**src/rtl/fifo_wr_packer.sv**
```systemverilog
// fifo_wr_packer: packs RATIO narrow beats into one FIFO word, wclk domain.
// Define PACK_STATS_EN to add saturating stat_words/stat_stall counters.
module fifo_wr_packer #(
  parameter int IN_W  = 8,
  parameter int RATIO = 4
) (
  input  logic                  wclk,
  input  logic                  wrst_n,
  input  logic                  s_valid,
  output logic                  s_ready,
  input  logic [IN_W-1:0]       s_data,
  input  logic                  s_last,
  input  logic                  flush,
  output logic [IN_W*RATIO-1:0] wdata,
  output logic                  winc,
  input  logic                  wfull
`ifdef PACK_STATS_EN
  ,
  output logic [15:0]           stat_words,
  output logic [15:0]           stat_stall
`endif
);

  localparam int OUT_W = IN_W * RATIO;
  localparam int CW    = $clog2(RATIO);

  logic [OUT_W-1:0] acc_q, acc_d;
  logic [OUT_W-1:0] wdata_q, wdata_d;
  logic [OUT_W-1:0] lane;
  logic [CW-1:0]    cnt_q, cnt_d;
  logic             out_vld_q, out_vld_d;
  logic             fpend_q, fpend_d;
  logic             accept, flush_req;
  logic             cnt_nz, at_top, load;

  assign winc      = out_vld_q & ~wfull;
  assign s_ready   = ~out_vld_q | ~wfull;
  assign wdata     = wdata_q;
  assign accept    = s_valid & s_ready;
  assign flush_req = flush | fpend_q;
  assign cnt_nz    = cnt_q != '0;
  assign at_top    = cnt_q == CW'(RATIO - 1);

  // Incoming beat shifted into its lane; higher lanes of acc are already 0.
  always_comb begin
    lane = '0;
    for (int i = 0; i < RATIO; i++) begin
      if (cnt_q == CW'(i)) begin
        lane[i*IN_W +: IN_W] = s_data;
      end
    end
  end

  always_comb begin
    acc_d     = acc_q;
    cnt_d     = cnt_q;
    wdata_d   = wdata_q;
    out_vld_d = out_vld_q & ~winc;
    fpend_d   = 1'b0;
    load      = 1'b0;
    if (accept) begin
      if (at_top | s_last | flush_req) begin
        load = 1'b1;
      end else begin
        acc_d = acc_q | lane;
        cnt_d = cnt_q + 1'b1;
      end
    end else if (flush_req & cnt_nz) begin
      if (s_ready) begin
        load = 1'b1;
      end else begin
        fpend_d = 1'b1;
      end
    end
    if (load) begin
      wdata_d   = accept ? (acc_q | lane) : acc_q;
      out_vld_d = 1'b1;
      acc_d     = '0;
      cnt_d     = '0;
    end
  end

  always_ff @(posedge wclk or negedge wrst_n) begin
    if (!wrst_n) begin
      acc_q     <= '0;
      cnt_q     <= '0;
      wdata_q   <= '0;
      out_vld_q <= 1'b0;
      fpend_q   <= 1'b0;
    end else begin
      acc_q     <= acc_d;
      cnt_q     <= cnt_d;
      wdata_q   <= wdata_d;
      out_vld_q <= out_vld_d;
      fpend_q   <= fpend_d;
    end
  end

`ifdef PACK_STATS_EN
  logic [15:0] words_q, words_d;
  logic [15:0] stall_q, stall_d;

  always_comb begin
    words_d = words_q;
    stall_d = stall_q;
    if (winc && words_q != 16'hFFFF) begin
      words_d = words_q + 16'd1;
    end
    if (out_vld_q && wfull && stall_q != 16'hFFFF) begin
      stall_d = stall_q + 16'd1;
    end
  end

  always_ff @(posedge wclk or negedge wrst_n) begin
    if (!wrst_n) begin
      words_q <= '0;
      stall_q <= '0;
    end else begin
      words_q <= words_d;
      stall_q <= stall_d;
    end
  end

  assign stat_words = words_q;
  assign stat_stall = stall_q;
`endif

endmodule

```
**config.mk**
```make
export PLATFORM = sky130hd
export DESIGN_NAME = fifo_wr_packer
export DESIGN_NICKNAME = d
export VERILOG_FILES = /design/src/rtl/fifo_wr_packer.sv
export SDC_FILE = /design/constraint.sdc
export NUM_CORES = 1
export LEC_CHECK = 0
export ABC_AREA = 1
export CAP_MARGIN = 20
export CORE_MARGIN = 5
export CORE_UTILIZATION = 49
export DETAILED_ROUTE_END_ITERATION = 8
export GPL_TIMING_DRIVEN = 0
export PLACE_DENSITY = 0.76
export SLEW_MARGIN = 10
export SYNTH_ARGS = -nofsm -noshare
export SYNTH_HDL_FRONTEND = slang
export SYNTH_SLANG_ARGS = --single-unit
```
**constraint.sdc**
```tcl
create_clock -name wclk -period 1.5 [get_ports wclk]
set_clock_uncertainty 0.05 [all_clocks]
set_input_delay 0.3 -clock wclk [delete_from_list [all_inputs] [get_ports wclk]]
set_output_delay 0.3 -clock wclk [all_outputs]
set_load 0.01 [all_outputs]
```
==> results by stage <==
Drt:
- The detailed-route wire length is 11,360 um.
- The number of vias after detailed routing is 3,349.
- The average wire per cell in the routed design is 18.75 um.
- The violation count after the first detailed-route iteration is 243.
- The number of optimization iterations in the first detailed-route pass is 5.
- The mean number of vias per cell is 5.526.
- After detailed routing, the number of remaining DRC violations is 0.
- The number of antenna-violating nets in the routed design is 0.

Layout:
- The layout cell share with drive strength beyond 1 is 0.3725.
- The count of inserted antenna diode cells is 0.
- The fill cell instance count of the final layout is 440.
- Summing all multi-input logic gate instances after layout gives 1932 um2.
- The layout overhead on the synthesized area is 49.75%.
- Registers take 1703 um2.
- The total number of nets in the final design is approximately 520.
- The finished cells cover a little over 5000 um2.

Floorplanning:
- The die span in x is between 90 and 100 um.
- The area enclosed by the die boundary is 8804 um2.
- In this run the standard cell core region covers 6832 um2.
- The number of I/O pins is 48.
- The initial cell density of the core is 0.5040.
- The die is 93.83 um tall.
- The initialized floorplan defines 30 standard-cell rows.

STA:
- Setup violations remaining at the end of the flow were counted as 53.
- The number of hold-slack violations in the final timing report came to 0.
- Setup repair after global routing could not meet its margin everywhere.
- Static timing analysis puts the maximum clock frequency at 631.4 MHz.
- The slew at the pin closest to its max-slew limit is 411.6 ps.
- The worst slack on hold paths is around 370 ps.
- The final period demand of the worst path is 1584 ps.
- In this run the tightest slew margin relative to its limit is 0.7227.
- Dividing the final minimum period by the clock period gives 1.056.
- Adding up every negative setup slack in the final design gives -2075 ps.
- The max-slew violation total from the final report is 0.
- In the post-route analysis, the smallest setup slack over all paths is -83.66 ps.

Place:
- The worst slack at placement is -481.9 ps.
- The weighted congestion at the end of routability-driven global placement is a little under 0.9.
- After legalization and detailed placement, the total HPWL measured 6356 um.
- The count of buffers inserted at the top-level ports is 47.
- The placement-stage cell area is 4054 um2.

Power and ir drop:
- The fraction of power spent switching nets is 0.3092.
- The internal portion of the total power is 3.399 mW.
- The clock network fraction of total power is 0.345.
- The share of total power dissipated in combinational logic is 0.241.
- In this run the power spent charging and discharging nets is 1.522 mW.
- The sequential cell fraction of total power is 0.414.
- Across the VDD grid, the largest voltage drop is between 500 and 600 uV.
- Dividing total power by cell area gives a power density of 954.3 nW/um2.
- In this run the static leakage power is around 2.8 nW.

Synthesis:
- The fraction of synthesized cell area taken by the top area cell type is 0.4942.
- The synthesis warning total is 0.
- Of the total synthesized cell area, the portion taken by AND, OR, NAND and NOR gates is 0.3419.
- In the post-synthesis netlist, the biggest area contributors are sky130_fd_sc_hd__dfrtp_1, sky130_fd_sc_hd__nand2_1, sky130_fd_sc_hd__nand3_1, sky130_fd_sc_hd__inv_1, sky130_fd_sc_hd__o21ai_0.
- By count the netlist is led by sky130_fd_sc_hd__nand2_1, sky130_fd_sc_hd__nand3_1, sky130_fd_sc_hd__dfrtp_1, sky130_fd_sc_hd__inv_1, sky130_fd_sc_hd__o21ai_0.
- The flip-flop and latch count after synthesis is 68.
- The most common cell in the synthesized netlist is sky130_fd_sc_hd__nand2_1.
- Measured against the total synthesized area, the mux share comes to 0.
- The predominant post-synthesis flop cell is sky130_fd_sc_hd__dfrtp_1.
- The fraction of registers with async set or reset after synthesis is 1.000.
- The cell area after technology mapping is approximately 3400 um2.
- The number of enable flip-flop cells after synthesis is 0.
- The largest total area in the synthesized netlist belongs to sky130_fd_sc_hd__dfrtp_1.
- The netlist uses 21 different library cells.
- The share of the Yosys chip area taken by registers is 0.4942.
- The average instance in the mapped netlist occupies 8.140 um2.
- The main combinational cell family by area after synthesis is simple AND/OR/NAND/NOR gates.
- The post-synthesis cell count is 423.
- Of the total synthesized cell area, the portion taken by XOR and XNOR cells is 0.
- Of the total synthesized cell area, the portion taken by full adders, half adders and majority gates is 0.01453.
- The complex-gate fraction of the synthesized area was 0.05233.
- The net count of the mapped netlist is roughly 440.

GRT:
- For this run, global-route usage on met1 was measured as 0.3205.
- The number of antenna violations at the first check in global routing is 0.
- The first global-routing pass estimated 17,350 um of wire.
- In this run the most used layer during global routing was met2.
- Entering global routing, the biggest net connects 38 pins.
- The fraction of met3 tracks used by global routing is 0.06090.
- The met2 demand-to-capacity share in global routing is 0.4157.
- The overall overflow remaining after global route is 0.
- For this run, the total global-route usage over all layers was measured as 0.2595.
- The via count of the first global-routing pass came to 3,406.

Run status:
- The run finished, with violations left.
- The final reports fail on negative setup slack.

Clock network:
- The clock root buffer is sky130_fd_sc_hd__clkbuf_8.
- The clock buffer count from CTS is 9.
- Clock-pin slew was measured on the worst setup and hold paths at 80 ps.
- TritonCTS built the clock tree.
- The CTS sink count is a little under 70.
- The maximum level of the CTS H-tree is 3.
- No sink is reached through more buffers than the 2 on the longest clock path.
- The source-to-sink clock delay at the later pin of the worst-skew pair is 350 ps.

Setup path:
- STA puts the critical path data required time at 1750 ps.
- The worst setup path is launched from a register.
- The maximum fanout encountered on the critical timing path is 10.
- The critical path capture point type is a register.
- The critical path buffer and inverter count is 2.
- At the worst endpoint, the arrival time is 1840 ps.
- The gate family responsible for the most delay along the worst path is flip-flops.
- For this design, the slowest cell found on the critical path is sky130_fd_sc_hd__dfrtp_1.
- Walking the worst path, the cells encountered are nand2_4 > buf_6 > nand2_4 > clkbuf_2 > o21ai_0 > nand2_4 > nand2_1.
- The worst setup path is of the reg2reg kind.
- Among the stages of the critical path, the cell type that occurs most often is sky130_fd_sc_hd__nand2_4.
- On the worst path, the slowest cell contributes a delay of 410 ps.

Job:
- The count of max-cap constraint violations is 0.

Min path:
- The worst hold path belongs to the class in2async.
-- power groups by stage --
stage / logic, mW / clock network [mW] / registers, mW
detailed placement: 0.848 / 0 / 2.05
global placement: 0.832 / 0 / 2.05
floorplan: 0.437 / 0 / 2.08
global route: 1.26 / 1.78 / 2.05
CTS: 1.05 / 1.68 / 2.03
finish: 1.18 / 1.70 / 2.04
-- sequential cells by signal (all words and copies together), names as in the netlist --
register   cells
cnt_q          2
out_vld_q      1
wdata         32
fpend_q        1
acc_q         32
-- metal layers --
layer | vias to the layer above | wire (um)
met3 | 53 | 806
met1 | 1606 | 4413
met4 | 0 | 558
met5 | - | 0
li1 | 1508 | -
met2 | 182 | 5581
-- layout make-up --
class / instances / area share
inverter: 40 / 0.02960
multi-input combinational: 289 / 0.3747
buffer: 21 / 0.04975
timing repair buffer: 77 / 0.1509
tap: 96 / 0.02330
clock buffer: 9 / 0.02402
sequential: 68 / 0.3303
clock inverter: 6 / 0.01747
-- placed cells by master, fill, tap and decap left out, types with 2 or more instances in the layout --
cell	Yosys	final
sky130_fd_sc_hd__clkbuf_2	0	3
sky130_fd_sc_hd__clkinv_4	0	2
sky130_fd_sc_hd__nand2_4	6	14
sky130_fd_sc_hd__bufinv_16	0	2
sky130_fd_sc_hd__buf_8	1	8
sky130_fd_sc_hd__o21bai_1	8	7
sky130_fd_sc_hd__buf_12	0	7
sky130_fd_sc_hd__clkbuf_8	0	9
sky130_fd_sc_hd__buf_2	9	3
sky130_fd_sc_hd__nand2_2	0	28
sky130_fd_sc_hd__nand3_4	1	3
sky130_fd_sc_hd__o21ai_0	24	11
sky130_fd_sc_hd__nand3_1	85	32
sky130_fd_sc_hd__buf_4	7	14
sky130_fd_sc_hd__inv_2	2	3
sky130_fd_sc_hd__nor2_2	8	4
sky130_fd_sc_hd__nor2_4	1	5
sky130_fd_sc_hd__ha_2	0	2
sky130_fd_sc_hd__nor2_1	2	2
sky130_fd_sc_hd__dlygate4sd2_1	0	34
sky130_fd_sc_hd__buf_6	5	15
sky130_fd_sc_hd__dfrtp_1	68	67
sky130_fd_sc_hd__o21ai_1	0	10
sky130_fd_sc_hd__nand2_8	0	3
sky130_fd_sc_hd__clkdlybuf4s50_1	0	11
sky130_fd_sc_hd__o21ai_2	0	3
sky130_fd_sc_hd__nand3_2	0	51
sky130_fd_sc_hd__ha_4	0	2
sky130_fd_sc_hd__inv_1	38	36
sky130_fd_sc_hd__nand2_1	147	108
-- per-stage QoR --
stage	utilization	power [mW]	instances
after floorplan	-	2.518	423
after global placement	0.5908	2.882	566
after detailed placement	0.5934	2.899	567
after CTS	0.7119	4.751	604
after global routing	0.7548	5.084	606
final	0.7548	4.921	606
-- cell families (layout without fill, tap and decap cells) --
kind of cell / Yosys count / in the layout
and+or+nand+nor: 253 / 253
adders and majority gates: 4 / 4
buffers and inverters: 66 / 153
AOI/OAI and AO/OA: 32 / 32
DFF: 68 / 68
-- final timing paths --
path                                             from               endpoint  slack [ps]  depth (start not counted)
worst max-delay path              out_vld_q$_DFF_PN0_  wdata[26]$_DFFE_PN0P_         -80                          7
worst min-delay path                           wrst_n  acc_q[23]$_DFFE_PN0P_         370                          2
worst max register to register    out_vld_q$_DFF_PN0_  wdata[26]$_DFFE_PN0P_         -80                          7
worst min register to register  acc_q[29]$_DFFE_PN0P_  acc_q[29]$_DFFE_PN0P_         460                          2
max in group asynchronous                      wrst_n  acc_q[14]$_DFFE_PN0P_         480                          3
min in group wclk               acc_q[29]$_DFFE_PN0P_  acc_q[29]$_DFFE_PN0P_         460                          2
-- what timing repair did --
item	4_1_cts	5_1_grt
setup buffers	18	4
gates resized for setup	135	95
cloned	7	1
endpoints found under the setup margin	101	68
pin swaps	47	24
hold endpoints to repair	31	0
hold buffers	1	0
Note: power is estimated with default switching activity, not from simulation.
